===== src/rtl/ssd_pkg.sv =====
// Shared types and constants for the seven-segment display scheduler.
package ssd_pkg;

    localparam int SSD_DIGITS = 8;
    localparam int SSD_WORD   = 32;

    typedef enum logic [1:0] {
        IDLE = 2'd0,
        LOAD = 2'd1,
        SHOW = 2'd2
    } sched_state_t;

endpackage


===== src/rtl/rr_arbiter.sv =====
// Combinational round-robin arbiter: grants the first requester at or after
// index last+1 (mod N) and reports the winner one-hot and as an index.
module rr_arbiter #(
    parameter int N  = 4,
    parameter int IW = (N > 1) ? $clog2(N) : 1
) (
    input  logic [N-1:0]  req,
    input  logic [IW-1:0] last,
    output logic [N-1:0]  gnt,
    output logic [IW-1:0] gnt_idx
);

    // Candidate indices in priority order, starting just after the last winner.
    logic [IW-1:0] w_cand [N];
    logic          w_found;

    for (genvar gi = 0; gi < N; gi++) begin : g_cand
        assign w_cand[gi] = IW'((int'(last) + gi + 1) % N);
    end

    // Take the first candidate that is requesting.
    always_comb begin
        gnt     = '0;
        gnt_idx = '0;
        w_found = 1'b0;
        for (int o = 0; o < N; o++) begin
            if (!w_found && req[w_cand[o]]) begin
                w_found          = 1'b1;
                gnt[w_cand[o]]   = 1'b1;
                gnt_idx          = w_cand[o];
            end
        end
    end

endmodule


===== src/rtl/ssd_display_sched.sv =====
// Shares the 8-digit scan engine between several 32-bit producers: picks a
// requester round-robin, holds its value, starts the engine, and keeps the
// value up for at least DWELL frames before handing the display over.
module ssd_display_sched
    import ssd_pkg::*;
#(
    parameter int NREQ  = 4,
    parameter int DWELL = 16
) (
    input  logic                     clk,
    input  logic                     n_rst,
    input  logic [NREQ-1:0]          req_valid,
    input  logic [NREQ*SSD_WORD-1:0] req_data,
    output logic [NREQ-1:0]          req_ready,
    input  logic                     shift_strobe,
    output logic                     write_ready,
    output logic                     rollover_flag,
    output logic [SSD_WORD-1:0]      writeback,
    output logic [2:0]               cur_src,
    output logic                     busy
);

    localparam int         IW      = $clog2(NREQ);
    localparam logic [7:0] DW_LAST = 8'(DWELL - 1);

    sched_state_t        r_state;
    sched_state_t        w_state_next;
    logic [IW-1:0]       r_last;
    logic [7:0]          r_frame_cnt;
    logic                r_rollover;
    logic                r_roll_q;
    logic [SSD_WORD-1:0] r_writeback;
    logic [2:0]          r_cur_src;

    logic [NREQ-1:0]     w_gnt;
    logic [IW-1:0]       w_gnt_idx;
    logic                w_grant;
    logic [SSD_WORD-1:0] w_gnt_data;

    rr_arbiter #(.N(NREQ), .IW(IW)) u_arb (
        .req     (req_valid),
        .last    (r_last),
        .gnt     (w_gnt),
        .gnt_idx (w_gnt_idx)
    );

    assign w_grant       = (r_state == IDLE) && (|req_valid);
    assign w_gnt_data    = req_data[SSD_WORD*int'(w_gnt_idx) +: SSD_WORD];
    assign rollover_flag = r_rollover;
    assign writeback     = r_writeback;
    assign cur_src       = r_cur_src;

    // State register.
    always_ff @(posedge clk or negedge n_rst) begin
        if (!n_rst) begin
            r_state <= IDLE;
        end else begin
            r_state <= w_state_next;
        end
    end

    // Next-state and handshake outputs. The grant is masked by n_rst so a
    // producer never sees a ready pulse that the held-in-reset logic drops.
    always_comb begin
        w_state_next = r_state;
        req_ready    = '0;
        write_ready  = 1'b0;
        busy         = 1'b1;
        case (r_state)
            IDLE: begin
                busy = 1'b0;
                if (|req_valid) begin
                    w_state_next = LOAD;
                    req_ready    = w_gnt & {NREQ{n_rst}};
                end
            end
            LOAD: begin
                write_ready  = 1'b1;
                w_state_next = SHOW;
            end
            SHOW: begin
                if (shift_strobe && r_roll_q) begin
                    w_state_next = IDLE;
                end
            end
            default: w_state_next = IDLE;
        endcase
    end

    // Held value, source index and round-robin pointer change only on a grant.
    always_ff @(posedge clk or negedge n_rst) begin
        if (!n_rst) begin
            r_writeback <= '0;
            r_cur_src   <= '0;
            r_last      <= IW'(NREQ - 1);
        end else if (w_grant) begin
            r_writeback <= w_gnt_data;
            r_cur_src   <= 3'(w_gnt_idx);
            r_last      <= w_gnt_idx;
        end
    end

    // Frame counting and the registered stop request. The flag is only raised
    // from SHOW so a stale count left over in IDLE cannot cut a fresh value short.
    always_ff @(posedge clk or negedge n_rst) begin
        if (!n_rst) begin
            r_frame_cnt <= '0;
            r_rollover  <= 1'b0;
            r_roll_q    <= 1'b0;
        end else begin
            if (r_state == LOAD) begin
                r_frame_cnt <= '0;
            end else if (r_state == SHOW && shift_strobe && r_frame_cnt != DW_LAST) begin
                r_frame_cnt <= r_frame_cnt + 8'd1;
            end
            r_rollover <= (r_state == SHOW) && (r_frame_cnt == DW_LAST) && (|req_valid);
            r_roll_q   <= r_rollover;
        end
    end

endmodule

===== config.mk =====
export PLATFORM = sky130hd
export DESIGN_NAME = ssd_display_sched
export DESIGN_NICKNAME = d
export VERILOG_FILES = /design/src/rtl/ssd_pkg.sv /design/src/rtl/rr_arbiter.sv /design/src/rtl/ssd_display_sched.sv
export SDC_FILE = /design/constraint.sdc
export NUM_CORES = 1
export LEC_CHECK = 0
export BUFFER_PORTS_ARGS = -buffer_cell sky130_fd_sc_hd__clkbuf_2
export CAP_MARGIN = 20
export CORE_UTILIZATION = 45
export DETAILED_ROUTE_END_ITERATION = 12
export GPL_TIMING_DRIVEN = 0
export PLACE_DENSITY = 0.81
export SYNTH_ARGS = -nofsm -noshare
export SYNTH_HDL_FRONTEND = slang
export SYNTH_SLANG_ARGS = --single-unit

===== constraint.sdc =====
create_clock -name clk -period 3.8 [get_ports clk]
set_input_delay 0.19 -clock clk [delete_from_list [all_inputs] [get_ports clk]]
set_output_delay 0.19 -clock clk [all_outputs]
set_load 0.03 [all_outputs]

==> Word level (Yosys, flattened, before mapping) <==
Index checks and enable logic that the tools add are counted.
{ "totals": {"out_inout_bits": 42, "in_bits": 135, "ff_bits": 48, "elab_cells": 89} }
{ "op_classes": {"bitwise": 4, "n_reduce_logical": 20, "addsub": 7, "n_shift": 1, "order_cmp": 8, "n_eq_ne": 6, "muxes": 36} }
{ "ops": {"columns": ["operator", "n"], "rows": [
  ["variable part select 128 x 8 -> 32 bit", 1],
  ["two-way mux 4 bit", 6],
  ["two-way mux 8 bit", 2],
  ["logical AND 1 bit", 13],
  ["two-way mux 1 bit", 13],
  ["< comparator 2 x 3 -> 1 bit (second input constant)", 4],
  ["two-way mux 2 bit", 6],
  ["bitwise OR 4 bit", 3],
  ["adder 2 bit (second input constant)", 5],
  ["adder 8 x 1 -> 8 bit (second input constant)", 1],
  ["binary-select mux 1 bit (select 2 bit)", 4],
  ["demux 1 bit (select 2 bit)", 4],
  ["equality test 8 x 4 -> 1 bit (second input constant)", 1],
  [">= comparator 2 x 1 -> 1 bit (second input constant)", 4],
  ["!= test 8 x 4 -> 1 bit (second input constant)", 1],
  ["case mux 2 bit (3 select lines)", 1],
  ["AND 4 bit", 1],
  ["OR reduction 4 bit", 1],
  ["zero test 1 bit", 3],
  ["adder 2 x 1 -> 2 bit (second input constant)", 1],
  ["equality test 2 x 1 -> 1 bit (second input constant)", 1],
  ["equality test 2 bit (second input constant)", 1],
  ["zero test 2 bit", 1],
  ["!= test 2 x 1 -> 1 bit (second input constant)", 1],
  ["3 further kinds", 3]
]} }

==> Logic depth before layout (Yosys ltp) <==
Gate-level depths: netlist (run 1).
{ "depth": {"word_depth": 16, "mapped_depth": 11} }

==> Modules after synthesis <==
Synthesis (run 1) repeated with hierarchy kept, for this count alone.
{ "hier_totals": {"hier_cells": 249, "hier_area_um2": 3434.5} }
{ "modules_own_cells": {"columns": ["module", "cells_per_inst", "area_each_um2", "n_inst", "seq_area_each_um2"], "rows": [
  ["ssd_display_sched", 182, 2932.8, 1, 1203.7],
  ["rr_arbiter", 67, 501.7, 1, 0.0]
]} }

==> Least setup slack after synthesis (run 1) <==
OpenSTA, ideal clock, no wires.
{ "synth_path": {"path_type": "flip-flop to flip-flop", "from": "register r_last[0]", "to": "register r_writeback[0] (netlist: writeback[0])", "synth_period_minus_slack_ns": 2.816, "setup_ns": 0.131, "path_slack_ns": 0.984, "path_stages_with_launch": 12, "arrival_time_ns": 2.685, "path_buffers": 3, "path_cell_list": "dfstp_2 buf_4 inv_1 ha_1 nor2_1 mux2i_1 nor2_1 o31ai_1 buf_4 buf_6 mux2i_1 o221ai_2"} }
{ "synth_between": {"elab_chain_cells": 14, "word_cells_on_any_way": 28, "classes_between": "add/sub (6); shift (1); mux (15); reduce/logical (6)"} }
{ "synth_lines": {"columns": ["element", "line", "text"], "rows": [
  ["start: declaration", "ssd_display_sched.sv:28", "logic [IW-1:0] r_last;"],
  ["start signal: assignment", "ssd_display_sched.sv:95", "r_last <= IW'(NREQ - 1);"],
  ["start signal: assignment", "ssd_display_sched.sv:99", "r_last <= w_gnt_idx;"],
  ["parallel branches: the longest is 12 deep, another holds adder 2 x 1 -> 2 bit", null, null],
  ["two-way mux 2 bit (*)", "rr_arbiter.sv:27", "if (!w_found && req[w_cand[o]]) begin"],
  ["variable part select 128 x 8 -> 32 bit (*)", "ssd_display_sched.sv:48", "assign w_gnt_data = req_data[SSD_WORD*int'(w_gnt_idx) +: SSD_WORD];"],
  ["end signal: assignment", "ssd_display_sched.sv:97", "r_writeback <= w_gnt_data;"],
  ["end: declaration", "ssd_display_sched.sv:32", "logic [SSD_WORD-1:0] r_writeback;"]
]} }
Mark *: on every way between the ends. The select of a mux whose other input is x is not followed.
A chain may end at the register's enable or synchronous reset.

==> Worst setup path after layout (run 1) <==
{ "layout_path": {"from": "register r_last[0]", "to": "register r_writeback[1] (netlist: writeback[1])"} }
The elaborated chain is that of the path after synthesis.

==> flow_metrics.env, run 1 <==
export IMPL_final_seq_area_sq_mm=0.00120
export IMPL_number_of_routed_nets_with_antenna_violations=0
export IMPL_finalHoldViolCount=0
export IMPL_postSynthNetCount=448
export IMPL_vdd_ir_drop_worst_mv=0.464
export IMPL_worst_hold_path_type="in -> reg"
export IMPL_final_setup_tns_ns=0
export IMPL_routabilityCongestion=0.891
export IMPL_avgRoutedWirePerCell_microns=15.8
export IMPL_ys_top_cells_by_area="dfrtp_1 37%, mux2i_1 21%, o221ai_1 8.6%, nand2_1 5.7%, ha_1 3.6%"
export IMPL_rows=30
export IMPL_startpoint_type="flop"
export IMPL_cts_root_to_sink_buffers=2
export IMPL_power_per_cell_area_mw_per_mm2=949
export IMPL_clkTransAtPathRegs_ns=0.09
export IMPL_finalCritPeriodShare=0.894
export IMPL_antenna_found_initial=0
export IMPL_clock_sink_count=48
export IMPL_grt_overflow=0
export IMPL_die_area_sq_mm=0.00732
export IMPL_netlist_area_sq_mm=0.00314
export IMPL_nFillCells=587
export IMPL_setup_repair_after_global_routing_missed_its_margin="false"
export IMPL_drt_wl_total_microns=9010
export IMPL_maximum_number_of_pins_on_one_net_before_global_route_repair=27
export IMPL_tritoncts="done"
export IMPL_place_inst=560
export IMPL_die_height_microns=85.5
export IMPL_postSynthCellCount=304
export IMPL_port_buffers=175
export IMPL_endpoint_kind_of_the_worst_setup_timing_path="flop"
export IMPL_post_synth_most_frequent_cells="67 x mux2i_1, 48 x nand2_1, 46 x dfrtp_1"
export IMPL_post_route_clock_skew_ns=0.0120
export IMPL_worstPathMaxFanout=10
export IMPL_worstPathBufferInverterCount=4
export IMPL_yosysWarningCount=0
export IMPL_initial_utilization=0.465
export IMPL_route_detailed_drc=0
export IMPL_yosys_most_used_dff="dfrtp_1"
export IMPL_via_count_of_the_first_global_routing_pass=3102
export IMPL_detailedRoute_firstPassIterationCount=4
export IMPL_list_of_cells_traversed_by_the_critical_path="buf_4 > inv_1 > ha_1 > nor2_1 > mux2i_1 > nor2_1 > o31ai_1 > buf_4 > buf_6 > mux2i_1 > o221ai_1"
export IMPL_die_width_microns=85.5
export IMPL_ys_seq_area_frac=0.383
export IMPL_cp_arrival_ns=3.57
export IMPL_cts_root_buf="clkbuf_8"
export IMPL_crit_slowest_cell="dfstp_2"
export IMPL_avgViaCountPerCell=5.57
export IMPL_num_antenna_cells=0
export IMPL_flip_flop_and_latch_count_after_synthesis=48
export IMPL_track_usage=0.249
export IMPL_routed_via_count=3170
export IMPL_setup_slack_ns=0.404
export IMPL_footprint_of_the_multi_input_gates_sq_mm=0.00176
export IMPL_layout_area_overhead_vs_synth_pct=34.9
export IMPL_pre_cts_ws_ns=0.445
export IMPL_cts_buffers_inserted=5
export IMPL_run_status="completed"
export IMPL_totalPowerFinal_mw=4.02
export IMPL_synth_enable_flop_cells=0
export IMPL_finalSetupViolations=0
export IMPL_cp_required_ns=3.97
export IMPL_finalCriticalPeriod_ns=3.40
export IMPL_grt_pass1_wl_microns=14300
export IMPL_dp_final_hpwl_microns=7130
export IMPL_fmax_ghz=0.294
export IMPL_initialDrtViolationCount=115
export IMPL_post_cts_resize_count=0
export IMPL_start_to_end_type_of_the_worst_setup_path="reg -> reg"
export IMPL_synthDominantAreaCellType="dfrtp_1"
export IMPL_p_leak_nw=2.27
export IMPL_crit_family="buffers and inverters"
export IMPL_design_portCount=177
export IMPL_cell_with_the_most_instances_after_synthesis="mux2i_1"
export IMPL_delay_of_the_slowest_cell_on_the_worst_path_ns=0.60
export IMPL_syn_area_per_cell_sq_um=10.3
export IMPL_cap_violations=0
export IMPL_yosys_cell_types_count=43
export IMPL_worst_skew_pair_late_latency_ns=0.30
export IMPL_ys_async_sr_fraction=1.00
export IMPL_fin_hold_ws_ns=0.168
export IMPL_core_region_area_sq_mm=0.00676
export IMPL_htree_num_levels=2
export IMPL_slew_headroom=0.568
export IMPL_netlist_area_leader_share=0.367
export IMPL_worstMarginPinSlew_ns=0.645
export IMPL_num_nets_final=632
export IMPL_share_of_post_route_cells_with_drive_strength_above_1=0.431
export IMPL_post_layout_nonfiller_instances=569
export IMPL_final_max_slew_violation_count=0
==> sequential cells by signal, indices dropped and copies added, names as in the netlist <==
register       flops
cur_src            2
r_frame_cnt        8
r_roll_q           1
r_last             2
rollover_flag      1
r_state            2
writeback         32
==> per-layer routing <==
layer  routed length [microns]  GRT usage  part of all wire  up-vias
li1                          -          -                 -     1496
met2                      4450      0.411              0.49      137
met4                       266      0.102             0.030        0
met1                      3840      0.323              0.43     1514
met5                         0          0                 0        -
met3                       455     0.0491             0.050       23
==> cell type report <==
class / instances / area share
multi-input combinational: 229 / 0.414
sequential: 48 / 0.284
timing repair buffer: 177 / 0.214
buffer: 21 / 0.0375
tap: 80 / 0.0236
clock buffer: 5 / 0.0162
clock inverter: 3 / 0.00531
inverter: 6 / 0.00531
==> placed cells by master (no fill, tap or decap), drive strengths merged <==
cell type,count
o2bb2ai,1
o21ai,9
nor2b,2
xor2,1
clkinv,2
o221ai,32
dlygate4sd3,1
nor2,12
xnor2,4
ha,9
nor3,3
dfstp,2
nor4,2
o211ai,1
and3b,1
nand2,48
a211o,1
nand4,1
buf,14
a221oi,1
inv,7
nand3,4
a31oi,1
dfrtp,46
a21o,1
clkbuf,188
o22a,1
conb,1
or4,2
mux4,1
a21oi,6
mux2,6
or3,1
a222oi,3
o31ai,1
nor4b,1
or2,3
mux2i,67
nand3b,2
==> worst reg2reg max path, cell delays in order (launching register included) <==
cell and delay [ns]:
dfstp_2 0.60, buf_4 0.19, inv_1 0.13, ha_1 0.27, nor2_1 0.31, mux2i_1 0.33, nor2_1 0.15, o31ai_1 0.32
buf_4 0.29, buf_6 0.21, mux2i_1 0.29, o221ai_1 0.16
==> report_power, final <==
group          internal (mW)  switching (mW)
combinational           1.15            1.68
sequential             0.746           0.140
clock                  0.132           0.180
total                   2.03            2.00
==> kinds of logic (layout without fill, tap and decap cells) <==
kind of cell               after synthesis  count (layout)  synth area share
xor gates and xnor gates                 5               5            0.0139
DFF                                     48              48             0.383
AOI/OAI and AO/OA                       58              58             0.149
muxes                                   74              74             0.242
other                                    1               1           0.00119
adders and majority gates                9               9            0.0359
buffers and inverters                   27             212            0.0578
and+or+nand+nor                         82              82             0.117
==> final timing paths <==
check | startpoint | to | slack, ns | depth (start not counted)
worst max-delay path | r_last[0]$_DFFE_PN1P_ | writeback[1]$_DFFE_PN0P_ | 0.40 | 11
worst min-delay path | shift_strobe | r_state[1]$_DFFE_PN0P_ | 0.17 | 3
worst max register to register | r_last[0]$_DFFE_PN1P_ | writeback[1]$_DFFE_PN0P_ | 0.40 | 11
worst min register to register | rollover_flag$_DFF_PN0_ | r_roll_q$_DFF_PN0_ | 0.38 | 0
max in group asynchronous | n_rst | r_last[1]$_DFFE_PN1P_ | 2.70 | 3
min in group asynchronous | n_rst | writeback[15]$_DFFE_PN0P_ | 0.45 | 2
==> what timing repair did <==
action | 4_1_cts | 5_1_grt
endpoints found under the hold margin | 23 | 0
setup endpoints to repair | 0 | 0
hold buffers | 1 | 0
setup buffers | 0 | 0
==> through the flow <==
| stage | cell area (sq um) | util |
|---|---|---|
| 2_1_floorplan | 3140 | - |
| 5_1_grt | 4240 | 0.627 |
| 3_5_place_dp | 4140 | 0.612 |
| 3_3_place_gp | 4120 | 0.609 |
| 6_report | 4240 | 0.627 |
| 4_1_cts | 4240 | 0.627 |
Power figures use the tool's default switching activity.
==> inputs of run 2 (changes only) <==
--- a/config.mk
+++ b/config.mk
@@ -5,12 +5,14 @@
 export SDC_FILE = /design/constraint.sdc
 export NUM_CORES = 1
 export LEC_CHECK = 0
-export BUFFER_PORTS_ARGS = -buffer_cell sky130_fd_sc_hd__clkbuf_2
+export BUFFER_PORTS_ARGS = -buffer_cell sky130_fd_sc_hd__buf_2
 export CAP_MARGIN = 20
+export CORE_ASPECT_RATIO = 1.25
 export CORE_UTILIZATION = 45
 export DETAILED_ROUTE_END_ITERATION = 12
 export GPL_TIMING_DRIVEN = 0
 export PLACE_DENSITY = 0.81
+export SKIP_LAST_GASP = 1
 export SYNTH_ARGS = -nofsm -noshare
 export SYNTH_HDL_FRONTEND = slang
 export SYNTH_SLANG_ARGS = --single-unit
==> run 2 against run 1 <==
- core utilization rose by 1.2 points
- critical path depth did not move
- fmax fell by 0.76%
- clock skew fell by 0.0040 ns
- design area rose by 0.27%
- via count fell by 1.5%
- die area barely moved
- sequential power fell by 0.8%
- largest power group unchanged
- highest routed layer unchanged
==> flow_metrics.env, run 2 (synthesis gave the netlist of run 1 again) <==
export IMPL_run_status="completed"
export IMPL_routabilityCongestion=0.885
export IMPL_cap_violations=0
export IMPL_dp_final_hpwl_microns=7160
export IMPL_detailedRoute_firstPassIterationCount=4
export IMPL_port_buffers=175
export IMPL_finalHoldViolCount=0
export IMPL_maximum_number_of_pins_on_one_net_before_global_route_repair=50
export IMPL_cp_required_ns=3.96
export IMPL_totalPowerFinal_mw=4.03
export IMPL_num_antenna_cells=0
export IMPL_worst_hold_path_type="in -> reg"
export IMPL_p_leak_nw=2.24
export IMPL_post_route_clock_skew_ns=0.00803
export IMPL_grt_overflow=0
export IMPL_cp_arrival_ns=3.58
export IMPL_final_setup_tns_ns=0
export IMPL_antenna_found_initial=0
export IMPL_largest_reg_flops=32
export IMPL_die_height_microns=95.4
export IMPL_cts_post_setup_buffers_inserted=0
export IMPL_clkTransAtPathRegs_ns=0.09
export IMPL_track_usage=0.235
export IMPL_core_region_area_sq_mm=0.00665
export IMPL_vdd_ir_drop_worst_mv=0.587
export IMPL_clock_sink_count=48
export IMPL_worstPathMaxFanout=10
export IMPL_layout_area_overhead_vs_synth_pct=35.3
export IMPL_avgRoutedWirePerCell_microns=16.0
export IMPL_initialDrtViolationCount=116
export IMPL_worstMarginPinSlew_ns=0.659
export IMPL_routed_via_count=3122
export IMPL_tritoncts="done"
export IMPL_setup_repair_after_global_routing_missed_its_margin="false"
export IMPL_nFillCells=566
export IMPL_grt_pass1_wl_microns=13600
export IMPL_design_portCount=177
export IMPL_die_width_microns=76.7
export IMPL_route_detailed_drc=0
export IMPL_slew_headroom=0.559
export IMPL_final_common_cell="buf_2"
export IMPL_power_per_cell_area_mw_per_mm2=948
export IMPL_drt_wl_total_microns=9210
export IMPL_initial_utilization=0.472
export IMPL_finalSetupViolations=0
export IMPL_rows=33
export IMPL_cts_root_buf="clkbuf_8"
export IMPL_worst_skew_pair_late_latency_ns=0.29
export IMPL_final_max_slew_violation_count=0
export IMPL_endpoint_kind_of_the_worst_setup_timing_path="flop"
export IMPL_most_common_layout_cells="176 x buf_2, 67 x mux2i_1, 48 x nand2_1"
export IMPL_number_of_routed_nets_with_antenna_violations=0
export IMPL_start_to_end_type_of_the_worst_setup_path="reg -> reg"
export IMPL_die_area_sq_mm=0.00732
export IMPL_startpoint_type="flop"
export IMPL_finalCritPeriodShare=0.901
export IMPL_fmax_ghz=0.292
export IMPL_num_nets_final=632
export IMPL_via_count_of_the_first_global_routing_pass=2869
export IMPL_cts_root_to_sink_buffers=2
export IMPL_cts_buffers_inserted=5
export IMPL_finalCriticalPeriod_ns=3.42
export IMPL_avgViaCountPerCell=5.42
export IMPL_htree_num_levels=2
export IMPL_share_of_post_route_cells_with_drive_strength_above_1=0.429
## run 2: cell count changes in the layout (fill, tap and decap cells not counted), sizes merged
cell	delta
buf	+175
clkbuf	-173
clkinv	-2
clkinvlp	+1
inv	-1
## run 2: path summary, 6_finish.rpt
path,startpoint,end,slack [ns],depth (start not counted)
min in group asynchronous,n_rst,writeback[0]$_DFFE_PN0P_,0.41,2
max reg2reg,r_last[0]$_DFFE_PN1P_,writeback[2]$_DFFE_PN0P_,0.38,11
min,shift_strobe,r_state[1]$_DFFE_PN0P_,0.19,3
min reg2reg,rollover_flag$_DFF_PN0_,r_roll_q$_DFF_PN0_,0.38,0
max in group asynchronous,n_rst,writeback[31]$_DFFE_PN0P_,2.85,3
max,r_last[0]$_DFFE_PN1P_,writeback[2]$_DFFE_PN0P_,0.38,11
## run 2: timing repair
action	CTS	global route
endpoints found under the hold margin	0	16
gates resized for setup	0	0
hold buffers	0	1
setup endpoints to repair	0	0
## run 2: layer usage
layer	vias to the layer above	share of wire	global-route usage	routed length (microns)
met4	0	0.011	0.0625	105
met2	127	0.53	0.429	4860
met5	-	0	0	0
met3	12	0.043	0.0287	396
li1	1502	-	-	-
met1	1481	0.42	0.293	3850
## run 2: cell type report
class / instances / area (sq um) / area share
buffer: 21 / 159 / 0.0374
tap: 87 / 109 / 0.0256
inverter: 6 / 22.5 / 0.00530
multi-input combinational: 229 / 1760 / 0.413
timing repair buffer: 177 / 906 / 0.213
clock inverter: 1 / 7.51 / 0.00177
clock buffer: 7 / 86.3 / 0.0203
sequential: 48 / 1200 / 0.283
## run 2: metrics by stage
step	instance area, sq um	instances	utilization	setup WS [ns]	hold WS [ns]
floorplan	3140	304	-	0.984	-0.106
global placement	4130	566	0.621	0.460	0.360
detailed placement	4130	566	0.621	0.369	0.361
CTS	4220	574	0.635	0.349	0.131
global route	4250	576	0.639	0.0134	0.187
finish	4250	576	0.639	0.378	0.193
## run 2: power breakdown
part	switching (mW)	leakage [nW]	total [mW]	internal, mW
clock network	0.170	0.0445	0.318	0.148
registers	0.134	0.602	0.880	0.746
logic	1.68	1.60	2.83	1.15
## run 2: worst max-delay path: stages, from the launching register on
cell and delay [ns]:
dfstp_2 0.60, buf_4 0.20, inv_1 0.14, ha_1 0.27, nor2_1 0.30, mux2i_1 0.33, nor2_1 0.15, o31ai_1 0.36
buf_4 0.29, buf_6 0.21, mux2i_1 0.29, o221ai_1 0.15
